==> config.mk <==
export PLATFORM = sky130hd
export DESIGN_NAME = alu_arbiter_flat
export DESIGN_NICKNAME = d
export VERILOG_FILES = /design/src/rtl/alu_arbiter_if.sv /design/src/rtl/alu_arbiter.sv /design/src/flat_wrapper.sv
export SDC_FILE = /design/constraint.sdc
export NUM_CORES = 1
export LEC_CHECK = 0
export CAP_MARGIN = 20
export CORE_AREA = 5 5 106 108
export CTS_CLUSTER_SIZE = 14
export DETAILED_ROUTE_END_ITERATION = 7
export DIE_AREA = 0 0 111 113
export DONT_BUFFER_PORTS = 1
export PLACE_DENSITY = 0.54
export SYNTH_ARGS = -nofsm -noshare
export SYNTH_HDL_FRONTEND = slang
export SYNTH_SLANG_ARGS = --single-unit
==> constraint.sdc <==
create_clock -name clk -period 2 [get_ports clk]
set_input_delay 0.1 -clock clk [delete_from_list [all_inputs] [get_ports clk]]
set_output_delay 0.1 -clock clk [all_outputs]
set_load 0.01 [all_outputs]
==> src/rtl/alu_arbiter_if.sv <==
// Bundles the requester, response and ALU-side signals of the shared-ALU arbiter.
// The slave modport is the arbiter's view; the master modport is the environment's view.
interface alu_arbiter_if #(
    parameter int WIDTH = 32
);
    logic             req0_valid;
    logic             req0_ready;
    logic [3:0]       req0_op;
    logic [WIDTH-1:0] req0_a;
    logic [WIDTH-1:0] req0_b;

    logic             req1_valid;
    logic             req1_ready;
    logic [3:0]       req1_op;
    logic [WIDTH-1:0] req1_a;
    logic [WIDTH-1:0] req1_b;

    logic             resp_valid;
    logic             resp_ready;
    logic             resp_id;
    logic [WIDTH-1:0] resp_data;
    logic             resp_err;

    logic [3:0]       alu_op;
    logic [WIDTH-1:0] alu_a;
    logic [WIDTH-1:0] alu_b;
    logic [WIDTH-1:0] alu_result;

    modport slave (
        input  req0_valid, req0_op, req0_a, req0_b,
        input  req1_valid, req1_op, req1_a, req1_b,
        input  resp_ready, alu_result,
        output req0_ready, req1_ready,
        output resp_valid, resp_id, resp_data, resp_err,
        output alu_op, alu_a, alu_b
    );

    modport master (
        output req0_valid, req0_op, req0_a, req0_b,
        output req1_valid, req1_op, req1_a, req1_b,
        output resp_ready, alu_result,
        input  req0_ready, req1_ready,
        input  resp_valid, resp_id, resp_data, resp_err,
        input  alu_op, alu_a, alu_b
    );
endinterface

==> src/rtl/alu_arbiter.sv <==
// Round-robin share of one registered ALU between two requesters; ALU_ARB_SHAMT_MASK_EN wraps shift amounts mod 32.
// Latency: handshake edge -> resp_valid after 2 edges (legal op) or 1 edge (illegal op rejected locally).
// Backpressure: requesters see ready only in IDLE; the response and ALU inputs hold until resp_ready.
module alu_arbiter #(
    parameter int               WIDTH    = 32,
    parameter logic [WIDTH-1:0] ERR_DATA = '0
) (
    input  logic         clk,
    input  logic         rst_n,
    alu_arbiter_if.slave bus,
    output logic         busy
);

    typedef enum logic [1:0] {
        IDLE = 2'd0,
        EXEC = 2'd1,
        RESP = 2'd2
    } state_t;

    localparam logic [3:0] OP_MAX = 4'd6;
    localparam logic [3:0] OP_SLL = 4'd5;
    localparam logic [3:0] OP_SRL = 4'd6;

    state_t           state;
    logic             last_grant;
    logic             grant0;
    logic             grant1;
    logic             hs;
    logic [3:0]       sel_op;
    logic [WIDTH-1:0] sel_a;
    logic [WIDTH-1:0] sel_b;
    logic [WIDTH-1:0] sel_b_adj;

    logic [3:0]       op_q;
    logic [WIDTH-1:0] a_q;
    logic [WIDTH-1:0] b_q;
    logic             id_q;
    logic             err_q;
    logic             vld_q;

    // On a tie the requester that did not win last time is served.
    always_comb begin
        grant0 = bus.req0_valid && (!bus.req1_valid || last_grant);
        grant1 = bus.req1_valid && (!bus.req0_valid || !last_grant);
    end

    always_comb begin
        sel_op = grant0 ? bus.req0_op : bus.req1_op;
        sel_a  = grant0 ? bus.req0_a  : bus.req1_a;
        sel_b  = grant0 ? bus.req0_b  : bus.req1_b;
    end

`ifdef ALU_ARB_SHAMT_MASK_EN
    always_comb begin
        sel_b_adj = sel_b;
        if (sel_op == OP_SLL || sel_op == OP_SRL) begin
            sel_b_adj = {{(WIDTH-5){1'b0}}, sel_b[4:0]};
        end
    end
`else
    always_comb begin
        sel_b_adj = sel_b;
    end
`endif

    assign hs             = (state == IDLE) && (grant0 || grant1);
    assign bus.req0_ready = (state == IDLE) && grant0;
    assign bus.req1_ready = (state == IDLE) && grant1;

    always_ff @(posedge clk or negedge rst_n) begin
        if (!rst_n) begin
            state      <= IDLE;
            last_grant <= 1'b1;
            op_q       <= '0;
            a_q        <= '0;
            b_q        <= '0;
            id_q       <= 1'b0;
            err_q      <= 1'b0;
            vld_q      <= 1'b0;
        end else begin
            case (state)
                IDLE: begin
                    if (hs) begin
                        id_q       <= grant1;
                        last_grant <= grant1;
                        if (sel_op <= OP_MAX) begin
                            op_q  <= sel_op;
                            a_q   <= sel_a;
                            b_q   <= sel_b_adj;
                            err_q <= 1'b0;
                            state <= EXEC;
                        end else begin
                            // Illegal op never touches the ALU; answer straight away.
                            err_q <= 1'b1;
                            vld_q <= 1'b1;
                            state <= RESP;
                        end
                    end
                end
                EXEC: begin
                    vld_q <= 1'b1;
                    state <= RESP;
                end
                RESP: begin
                    if (bus.resp_ready) begin
                        vld_q <= 1'b0;
                        state <= IDLE;
                    end
                end
                default: begin
                    state <= IDLE;
                end
            endcase
        end
    end

    assign bus.alu_op     = op_q;
    assign bus.alu_a      = a_q;
    assign bus.alu_b      = b_q;
    assign bus.resp_valid = vld_q;
    assign bus.resp_id    = id_q;
    assign bus.resp_err   = err_q;
    // Gated so the data bus reads zero outside a response, including under reset.
    assign bus.resp_data  = !vld_q ? '0 : (err_q ? ERR_DATA : bus.alu_result);
    assign busy           = (state != IDLE);

endmodule

==> src/flat_wrapper.sv <==
// flat-port wrapper written by rule: the top's interface ports become plain ports
module alu_arbiter_flat 
#(
    parameter int               WIDTH    = 32,
    parameter logic [WIDTH-1:0] ERR_DATA = '0
)
  (clk, rst_n, busy, bus_req0_valid, bus_req0_op, bus_req0_a, bus_req0_b, bus_req1_valid, bus_req1_op, bus_req1_a, bus_req1_b, bus_resp_ready, bus_alu_result, bus_req0_ready, bus_req1_ready, bus_resp_valid, bus_resp_id, bus_resp_data, bus_resp_err, bus_alu_op, bus_alu_a, bus_alu_b);
  alu_arbiter_if #(.WIDTH(WIDTH)) bus_i ();
  input  logic clk;
  input  logic rst_n;
  output logic busy;
  input wire logic [$bits(bus_i.req0_valid)-1:0] bus_req0_valid;
  input wire logic [$bits(bus_i.req0_op)-1:0] bus_req0_op;
  input wire logic [$bits(bus_i.req0_a)-1:0] bus_req0_a;
  input wire logic [$bits(bus_i.req0_b)-1:0] bus_req0_b;
  input wire logic [$bits(bus_i.req1_valid)-1:0] bus_req1_valid;
  input wire logic [$bits(bus_i.req1_op)-1:0] bus_req1_op;
  input wire logic [$bits(bus_i.req1_a)-1:0] bus_req1_a;
  input wire logic [$bits(bus_i.req1_b)-1:0] bus_req1_b;
  input wire logic [$bits(bus_i.resp_ready)-1:0] bus_resp_ready;
  input wire logic [$bits(bus_i.alu_result)-1:0] bus_alu_result;
  output wire logic [$bits(bus_i.req0_ready)-1:0] bus_req0_ready;
  output wire logic [$bits(bus_i.req1_ready)-1:0] bus_req1_ready;
  output wire logic [$bits(bus_i.resp_valid)-1:0] bus_resp_valid;
  output wire logic [$bits(bus_i.resp_id)-1:0] bus_resp_id;
  output wire logic [$bits(bus_i.resp_data)-1:0] bus_resp_data;
  output wire logic [$bits(bus_i.resp_err)-1:0] bus_resp_err;
  output wire logic [$bits(bus_i.alu_op)-1:0] bus_alu_op;
  output wire logic [$bits(bus_i.alu_a)-1:0] bus_alu_a;
  output wire logic [$bits(bus_i.alu_b)-1:0] bus_alu_b;
  assign bus_i.req0_valid = bus_req0_valid;
  assign bus_i.req0_op = bus_req0_op;
  assign bus_i.req0_a = bus_req0_a;
  assign bus_i.req0_b = bus_req0_b;
  assign bus_i.req1_valid = bus_req1_valid;
  assign bus_i.req1_op = bus_req1_op;
  assign bus_i.req1_a = bus_req1_a;
  assign bus_i.req1_b = bus_req1_b;
  assign bus_i.resp_ready = bus_resp_ready;
  assign bus_i.alu_result = bus_alu_result;
  assign bus_req0_ready = bus_i.req0_ready;
  assign bus_req1_ready = bus_i.req1_ready;
  assign bus_resp_valid = bus_i.resp_valid;
  assign bus_resp_id = bus_i.resp_id;
  assign bus_resp_data = bus_i.resp_data;
  assign bus_resp_err = bus_i.resp_err;
  assign bus_alu_op = bus_i.alu_op;
  assign bus_alu_a = bus_i.alu_a;
  assign bus_alu_b = bus_i.alu_b;
  alu_arbiter #(.WIDTH(WIDTH), .ERR_DATA(ERR_DATA)) u_core (.clk(clk), .rst_n(rst_n), .bus(bus_i), .busy(busy));
endmodule
==> impl_metrics.py, run 1 <==
metrics = {
    "sta": {
        "finalHoldViolations": 0,
        "worst_pin_slew_ns": 0.367,
        "slew_headroom_pct": 75.2,
        "fmax_ghz": 0.589,
        "clock_skew_ns": 0.00821,
        "period_minus_slack_ns": 1.70,
        "report.final.slew_viol_count": 0,
        "post-route-period-util_pct": 84.9,
        "setup_viol": 0,
        "setup_tns_ns": 0,
        "grt_setup_unrepaired": "false",
    },
    "synth": {
        "synth.yosys.seq_area_share_pct": 47.7,
        "ys_warn_count": 0,
        "synthTopCellsByArea": "dfrtp_1, mux2_2, mux2_1",
        "syn_area_per_cell_um2": 13.6,
        "synth_area_leader_cell": "dfrtp_1",
        "ys_ff_latch": 74,
        "synth.distinct_cells": 26,
        "syn-cell-area_mm2": 0.00389,
        "syn-num-nets": 459,
        "netlist_instances": 286,
        "synth_top_area_share_pct": 47.0,
    },
    "floorplanning": {
        "core_area_mm2": 0.0101,
        "placementRows": 37,
        "fp.dieW_um": 111,
        "start_util_pct": 38.4,
        "dieArea_mm2": 0.0125,
        "die_h_um": 113,
        "ios": 279,
    },
    "cts": {
        "clock_sinks": 74,
        "numCtsBuffers": 9,
        "cts_root_buf": "clkbuf_8",
        "clk_pin_slew_worst_paths_ns": 0.08,
        "cts_setup_buffers": 0,
        "cts_max_level": 3,
        "cts_tree": "yes",
        "clock_latency_ns": 0.34,
        "cts_buffer_depth": 2,
    },
    "cells_and_area": {
        "n_antenna_cell": 0,
        "layout-drive-gt1-share_pct": 48.0,
        "nets": 470,
        "fin_util_pct": 43.4,
        "syn_to_final_growth_pct": 13.1,
        "multiInputGateArea_mm2": 0.00193,
        "fillers": 946,
        "seq_area_mm2": 0.00185,
    },
    "power_and_ir_drop": {
        "p_leak_nw": 1.80,
        "ir_worst_vdd_mv": 0.563,
        "powerDensity_mw_per_mm2": 1500,
    },
    "global_route": {
        "track_usage_pct": 15.6,
        "grt_overflow": 0,
        "grt_pass1_wl_um": 15500,
        "grt_pass1_vias": 2654,
        "grt_max_degree": 75,
        "antenna_found_initial": 0,
    },
    "route": {
        "firstDrtPassIters": 4,
        "viasPerCell": 5.30,
        "wl_per_cell_um": 23.0,
        "wl_um": 10100,
        "vias": 2321,
        "drtIter0Drc": 47,
        "drc": 0,
        "ant_nets": 0,
    },
    "worst_setup_path": {
        "worstSetupStartpointType": "flop",
        "crit_path_max_fanout": 49,
        "rr_worst_depth": 5,
        "arrival_ns": 1.91,
        "reg2reg_to": "u_core.bus.alu_b[30]$_DFFE_PN0P_",
        "worst-setup-path-type": "flop to flop",
        "crit_path_end_kind": "flop",
        "worstReg2RegStart": "u_core.state[1]$_DFFE_PN0P_",
        "cp.required_ns": 2.21,
        "regToRegSetupSlack_ns": 0.30,
    },
    "placed_design": {
        "io_buffer_count": 0,
        "gp_congestion": 0.842,
        "dp_hpwl_um": 8040,
    },
    "hold_path": {
        "min_to": "u_core.bus.resp_err$_DFFE_PN0P_",
        "worstHoldStart": "bus_req1_valid",
        "holdPathStages": 3,
        "worstHoldPathType": "input port to flop",
    },
    "flow_run": {
        "drv_cap": 0,
    },
    "outcome": {
        "status": "finished, final reports clean",
    },
}
## repair_timing
item | CTS | global route
hold endpoints to repair | 79 | 1
hold buffers | 9 | 1
gates resized for setup | 0 | 0
## routing by layer
metal	global-route usage [%]	wire (µm)
met2	28.8	5480
met4	4.76	195
met1	16.3	3380
met3	6.36	1010
met5	0	0
## area by class of cell
| type | count | area share, % |
|---|---|---|
| sequential | 74 | 42.1 |
| clock buffer | 10 | 2.90 |
| clock inverter | 6 | 2.05 |
| inverter | 2 | 0.171 |
| multi-input combinational | 193 | 43.9 |
| timing repair buffer | 17 | 5.01 |
| tap | 136 | 3.87 |
## worst max-delay path by stage
stage	from	end	slack (ns)
after floorplan	u_core.state[1]$_DFFE_PN0P_	u_core.bus.alu_a[16]$_DFFE_PN0P_	0.37
after global placement	u_core.state[1]$_DFFE_PN0P_	u_core.bus.alu_a[16]$_DFFE_PN0P_	0.34
after detailed placement	u_core.state[1]$_DFFE_PN0P_	u_core.bus.alu_b[13]$_DFFE_PN0P_	0.31
after CTS	u_core.state[1]$_DFFE_PN0P_	u_core.bus.alu_b[13]$_DFFE_PN0P_	0.29
after global routing	u_core.bus.resp_valid$_DFFE_PN0P_	bus_resp_data[31]	0.18
final	u_core.state[1]$_DFFE_PN0P_	u_core.bus.alu_b[30]$_DFFE_PN0P_	0.30
## sequential cells by signal, indices dropped and copies added, names as in the netlist
register / count
u_core.bus.alu_b: 32
u_core.bus.resp_valid: 1
u_core.bus.alu_a: 32
u_core.bus.resp_err: 1
u_core.state: 2
u_core.bus.resp_id: 1
u_core.last_grant: 1
u_core.bus.alu_op: 4
## synth_stat cells
master	number
nor2b_1	1
a21oi_1	2
o21ai_0	2
dfstp_2	1
and3_1	2
nand2_1	4
mux2_1	20
nor2_1	3
nand2b_1	1
buf_2	9
inv_2	1
buf_6	5
o2111ai_2	1
and2_1	32
mux2_4	8
or3b_2	1
dfrtp_1	73
o311ai_0	2
nand4_1	1
mux2_2	107
inv_1	1
nand3b_1	1
a31oi_1	3
o21ai_2	1
clkbuf_1	3
nor2_4	1
## worst max-delay path, stage by stage (launching register included)
cell	delay, ns
dfrtp_1	0.45
nor2_4	0.18
o2111ai_2	0.17
nand2_4	0.12
buf_12	0.26
mux2_2	0.37
## metrics by stage
step	area [µm²]	power (mW)	setup WS, ns	hold slack (ns)	std cells
after detailed placement	4060	5.38	0.310	-0.193	412
after global routing	4400	7.03	0.180	0.00399	438
after global placement	4060	5.32	0.338	-0.193	412
after CTS	4390	6.75	0.290	0.000788	437
final	4400	6.61	0.303	0.0213	438
after floorplan	3890	4.77	0.369	-0.196	286
## cells in the final DEF (no fill, tap or decap), types with 2 or more instances in the layout
cell,count
mux2_1,20
o21ai_0,2
nand2_1,3
bufinv_16,2
a21oi_1,2
mux2_2,107
dlygate4sd3_1,9
clkbuf_8,9
buf_4,3
and3_1,2
nor2_1,3
o311ai_0,2
mux2_4,8
a31oi_1,3
and2_1,32
buf_12,4
dfrtp_1,73
## kinds of logic (layout without fill, tap and decap cells)
kind of cell,Yosys count,count (layout),synth area share [%]
buffers and inverters,19,35,3.09
AO/OA/AOI/OAI,11,11,2.06
AND/OR/NAND/NOR,47,47,7.34
flip-flops,74,74,47.7
multiplexers,135,135,39.9
## power by group
group          switching (mW)  internal [mW]  leakage, nW  total, mW
sequential              0.953           2.26        0.875       3.22
combinational           0.929           1.19        0.816       2.12
clock                   0.561          0.708        0.107       1.27
(Power assumes the default switching activity.)
==> run 2, diff against run 1 <==
--- a/config.mk
+++ b/config.mk
@@ -6,12 +6,12 @@
 export NUM_CORES = 1
 export LEC_CHECK = 0
 export CAP_MARGIN = 20
-export CORE_AREA = 5 5 106 108
+export CORE_AREA = 5 5 105 107
 export CTS_CLUSTER_SIZE = 14
 export DETAILED_ROUTE_END_ITERATION = 7
-export DIE_AREA = 0 0 111 113
+export DIE_AREA = 0 0 110 112
 export DONT_BUFFER_PORTS = 1
-export PLACE_DENSITY = 0.54
+export PLACE_DENSITY = 0.56
 export SYNTH_ARGS = -nofsm -noshare
 export SYNTH_HDL_FRONTEND = slang
 export SYNTH_SLANG_ARGS = --single-unit
==> constraint.sdc (replaced) <==
create_clock -name clk -period 1.4 [get_ports clk]
set_input_delay 0.07 -clock clk [delete_from_list [all_inputs] [get_ports clk]]
set_output_delay 0.07 -clock clk [all_outputs]
set_load 0.01 [all_outputs]
==> run 2 against run 1 <==
  * The flow now stops in clock tree synthesis (4_1_cts)
  * Area after synthesis stayed put
  * Synthesized cell count unchanged
==> impl_metrics.py, run 2 <==
metrics = {
    "synth": {
        "synth.distinct_cells": 26,
        "ys_warn_count": 0,
        "synth_area_leader_cell": "dfrtp_1",
        "ys.flop_type": "dfrtp_1",
        "netlist_instances": 286,
        "syn-cell-area_mm2": 0.00389,
        "ys_ff_latch": 74,
        "synth.yosys.seq_area_share_pct": 47.7,
        "syn_area_per_cell_um2": 13.6,
        "async_reset_ff_share_pct": 100,
        "synth_edf_count": 0,
        "yosys-top-cells-count": "mux2_2, dfrtp_1, and2_1, mux2_1, buf_2",
        "synthTopCellsByArea": "dfrtp_1, mux2_2, mux2_1",
        "syn-num-nets": 459,
        "synth.most_common_cell": "mux2_2",
        "synth_top_area_share_pct": 47.0,
    },
    "placed_design": {
        "gp_congestion": 0.710,
        "preCtsSetupSlack_ns": -0.234,
        "place_inst": 418,
        "io_buffer_count": 0,
        "dp_hpwl_um": 7650,
    },
    "cts": {
        "cts_buffer_depth": 2,
        "cts_max_level": 3,
        "numCtsBuffers": 9,
        "post_cts_resized": 47,
        "cts_root_buf": "clkbuf_8",
        "cts_setup_buffers": 1,
        "clock_sinks": 74,
        "cts-hold-fix-buffers": 101,
    },
    "floorplanning": {
        "placementRows": 37,
        "die_h_um": 112,
        "start_util_pct": 38.7,
        "ios": 279,
        "fp.dieW_um": 110,
    },
    "outcome": {
        "error_line": "[ERROR RSZ-0060] Max buffer count reached.",
        "lastStage": "clock tree synthesis (4_1_cts)",
        "status": "stopped before the end",
    },
}
run 2: cell counts after synthesis:
No cell type changed its count.
run 2: logic make-up after synthesis:
logic type / count (synthesis) / synth area share [%]
buf+inv: 19 / 3.09
mux: 135 / 39.9
simple gates: 47 / 7.34
compound gates: 11 / 2.06
flops: 74 / 47.7
run 2: per-stage QoR:
stage	area, µm²	hold WS, ns
after global placement	4210	-0.224
after floorplan	4030	-0.226
after detailed placement	4210	-0.224
==> run 3, diff against run 2 <==
--- a/config.mk
+++ b/config.mk
@@ -6,12 +6,11 @@
 export NUM_CORES = 1
 export LEC_CHECK = 0
 export CAP_MARGIN = 20
-export CORE_AREA = 5 5 105 107
-export CTS_CLUSTER_SIZE = 14
+export CORE_MARGIN = 5
+export CORE_UTILIZATION = 40
 export DETAILED_ROUTE_END_ITERATION = 7
-export DIE_AREA = 0 0 110 112
 export DONT_BUFFER_PORTS = 1
-export PLACE_DENSITY = 0.56
+export PLACE_DENSITY_LB_ADDON = 0.15
 export SYNTH_ARGS = -nofsm -noshare
 export SYNTH_HDL_FRONTEND = slang
 export SYNTH_SLANG_ARGS = --single-unit
==> constraint.sdc (replaced) <==
create_clock -name clk -period 1.8 [get_ports clk]
set_input_delay 0.09 -clock clk [delete_from_list [all_inputs] [get_ports clk]]
set_output_delay 0.09 -clock clk [all_outputs]
set_load 0.01 [all_outputs]
==> run 3 against run 2 <==
  * The flow now finishes, with violations (hold timing)
==> impl_metrics.py, run 3 (synthesis gave the netlist of run 1 again) <==
metrics = {
    "outcome": {
        "status": "finished with violations",
        "violations": "hold timing",
    },
    "cts": {
        "cts_buffer_depth": 2,
        "clk_pin_slew_worst_paths_ns": 0.08,
        "cts_max_level": 3,
        "cts_setup_buffers": 0,
        "cts-hold-fix-buffers": 68,
        "cts_tree": "yes",
        "numCtsBuffers": 9,
        "clock_sinks": 74,
        "cts_root_buf": "clkbuf_8",
        "clock_latency_ns": 0.34,
    },
    "placed_design": {
        "place_inst": 409,
        "preCtsSetupSlack_ns": 0.133,
        "gp_congestion": 0.690,
        "placed_area_mm2": 0.00407,
        "dp_hpwl_um": 7910,
        "io_buffer_count": 0,
    },
    "global_route": {
        "grt_pass1_vias": 2799,
        "antenna_found_initial": 0,
        "track_usage_pct": 17.8,
        "grt_max_degree": 75,
        "grt_overflow": 0,
        "grt_pass1_wl_um": 15600,
    },
    "floorplanning": {
        "start_util_pct": 40.3,
        "core_area_mm2": 0.00964,
        "dieArea_mm2": 0.0118,
        "fp.dieW_um": 109,
        "ios": 279,
        "placementRows": 36,
        "die_h_um": 109,
    },
    "route": {
        "vias": 2581,
        "firstDrtPassIters": 4,
        "wl_per_cell_um": 22.6,
        "wl_um": 11100,
        "drtIter0Drc": 72,
        "ant_nets": 0,
        "viasPerCell": 5.24,
        "drc": 0,
    },
    "worst_setup_path": {
        "crit_path_max_fanout": 31,
        "crit_path_end_kind": "flop",
        "arrival_ns": 1.91,
        "worstSetupStartpointType": "flop",
        "worst-setup-path-type": "flop to flop",
        "cp.required_ns": 2.02,
    },
    "sta": {
        "slew_headroom_pct": 79.1,
        "grt_setup_unrepaired": "false",
        "finalHoldViolations": 74,
        "hold_slack_ns": -0.558,
        "setup_viol": 0,
        "post-route-period-util_pct": 94.0,
        "clock_skew_ns": 0.00844,
        "worst_pin_slew_ns": 0.310,
        "setup_tns_ns": 0,
        "fmax_ghz": 0.591,
        "report.final.slew_viol_count": 0,
        "period_minus_slack_ns": 1.69,
        "setup_ws_ns": 0.109,
    },
    "cells_and_area": {
        "nets": 528,
        "layout-drive-gt1-share_pct": 39.4,
        "final_cell_mix": "mux2_2, dfrtp_1, dlygate4sd3_1",
        "fillers": 834,
        "n_antenna_cell": 0,
        "fin_cells": 493,
        "multiInputGateArea_mm2": 0.00193,
        "final_common_cell": "mux2_2",
        "final_area_mm2": 0.00495,
        "seq_area_mm2": 0.00185,
        "syn_to_final_growth_pct": 27.3,
        "fin_util_pct": 51.4,
    },
    "power_and_ir_drop": {
        "ir_worst_vdd_mv": 0.685,
        "p_leak_nw": 2.03,
        "power_mw": 7.35,
        "powerDensity_mw_per_mm2": 1480,
    },
    "hold_path": {
        "worstHoldPathType": "input port to async pin",
    },
    "flow_run": {
        "drv_cap": 0,
    },
}
run 3: area by class of cell:
class,count,area share [%]
Inverter,2,0.152
Tap cell,133,3.36
Timing Repair Buffer,75,16.1
Clock inverter,2,0.708
Clock buffer,14,3.29
Sequential cell,74,37.4
Multi-Input combinational cell,193,39.0
run 3: power breakdown:
group          total (mW)  internal (mW)  switching (mW)
Sequential           3.58           2.52            1.06
Clock                1.30          0.717           0.581
Combinational        2.47           1.42            1.05
Total                7.35           4.65            2.69
run 3: final timing paths:
path                                                      start                               end  slack (ns)  cells past startpoint
worst max register to register    u_core.last_grant$_DFFE_PN1P_  u_core.bus.alu_a[17]$_DFFE_PN0P_        0.11                      4
min in group clk                                 bus_req1_valid       u_core.state[1]$_DFFE_PN0P_        0.03                      2
worst min-delay path                                      rst_n  u_core.bus.alu_b[20]$_DFFE_PN0P_       -0.56                      0
worst max-delay path              u_core.last_grant$_DFFE_PN1P_  u_core.bus.alu_a[17]$_DFFE_PN0P_        0.11                      4
worst min register to register  u_core.bus.alu_a[0]$_DFFE_PN0P_   u_core.bus.alu_a[0]$_DFFE_PN0P_        0.57                      1
max in group asynchronous                                 rst_n     u_core.last_grant$_DFFE_PN1P_        2.12                      0
run 3: metal layers:
| layer | wire [µm] | GRT usage (%) | part of all wire [%] | vias to the layer above |
|---|---|---|---|---|
| li1 | - | - | - | 1156 |
| met2 | 5830 | 31.5 | 52 | 164 |
| met1 | 3660 | 18.1 | 33 | 1237 |
| met3 | 1240 | 6.09 | 11 | 24 |
| met4 | 393 | 10.2 | 3.5 | 0 |
| met5 | 0 | 0 | 0 | - |
run 3: repair_timing:
item / in CTS / in global routing
endpoints found under the setup margin: 0 / 1
endpoints found under the hold margin: 113 / 74
resized for setup: 0 / 1
run 3: critical path: stages (launching register included):
cell     delay [ns]
dfstp_2        0.41
o21ai_4        0.26
buf_12         0.24
mux2_2         0.37
mux2_2         0.27
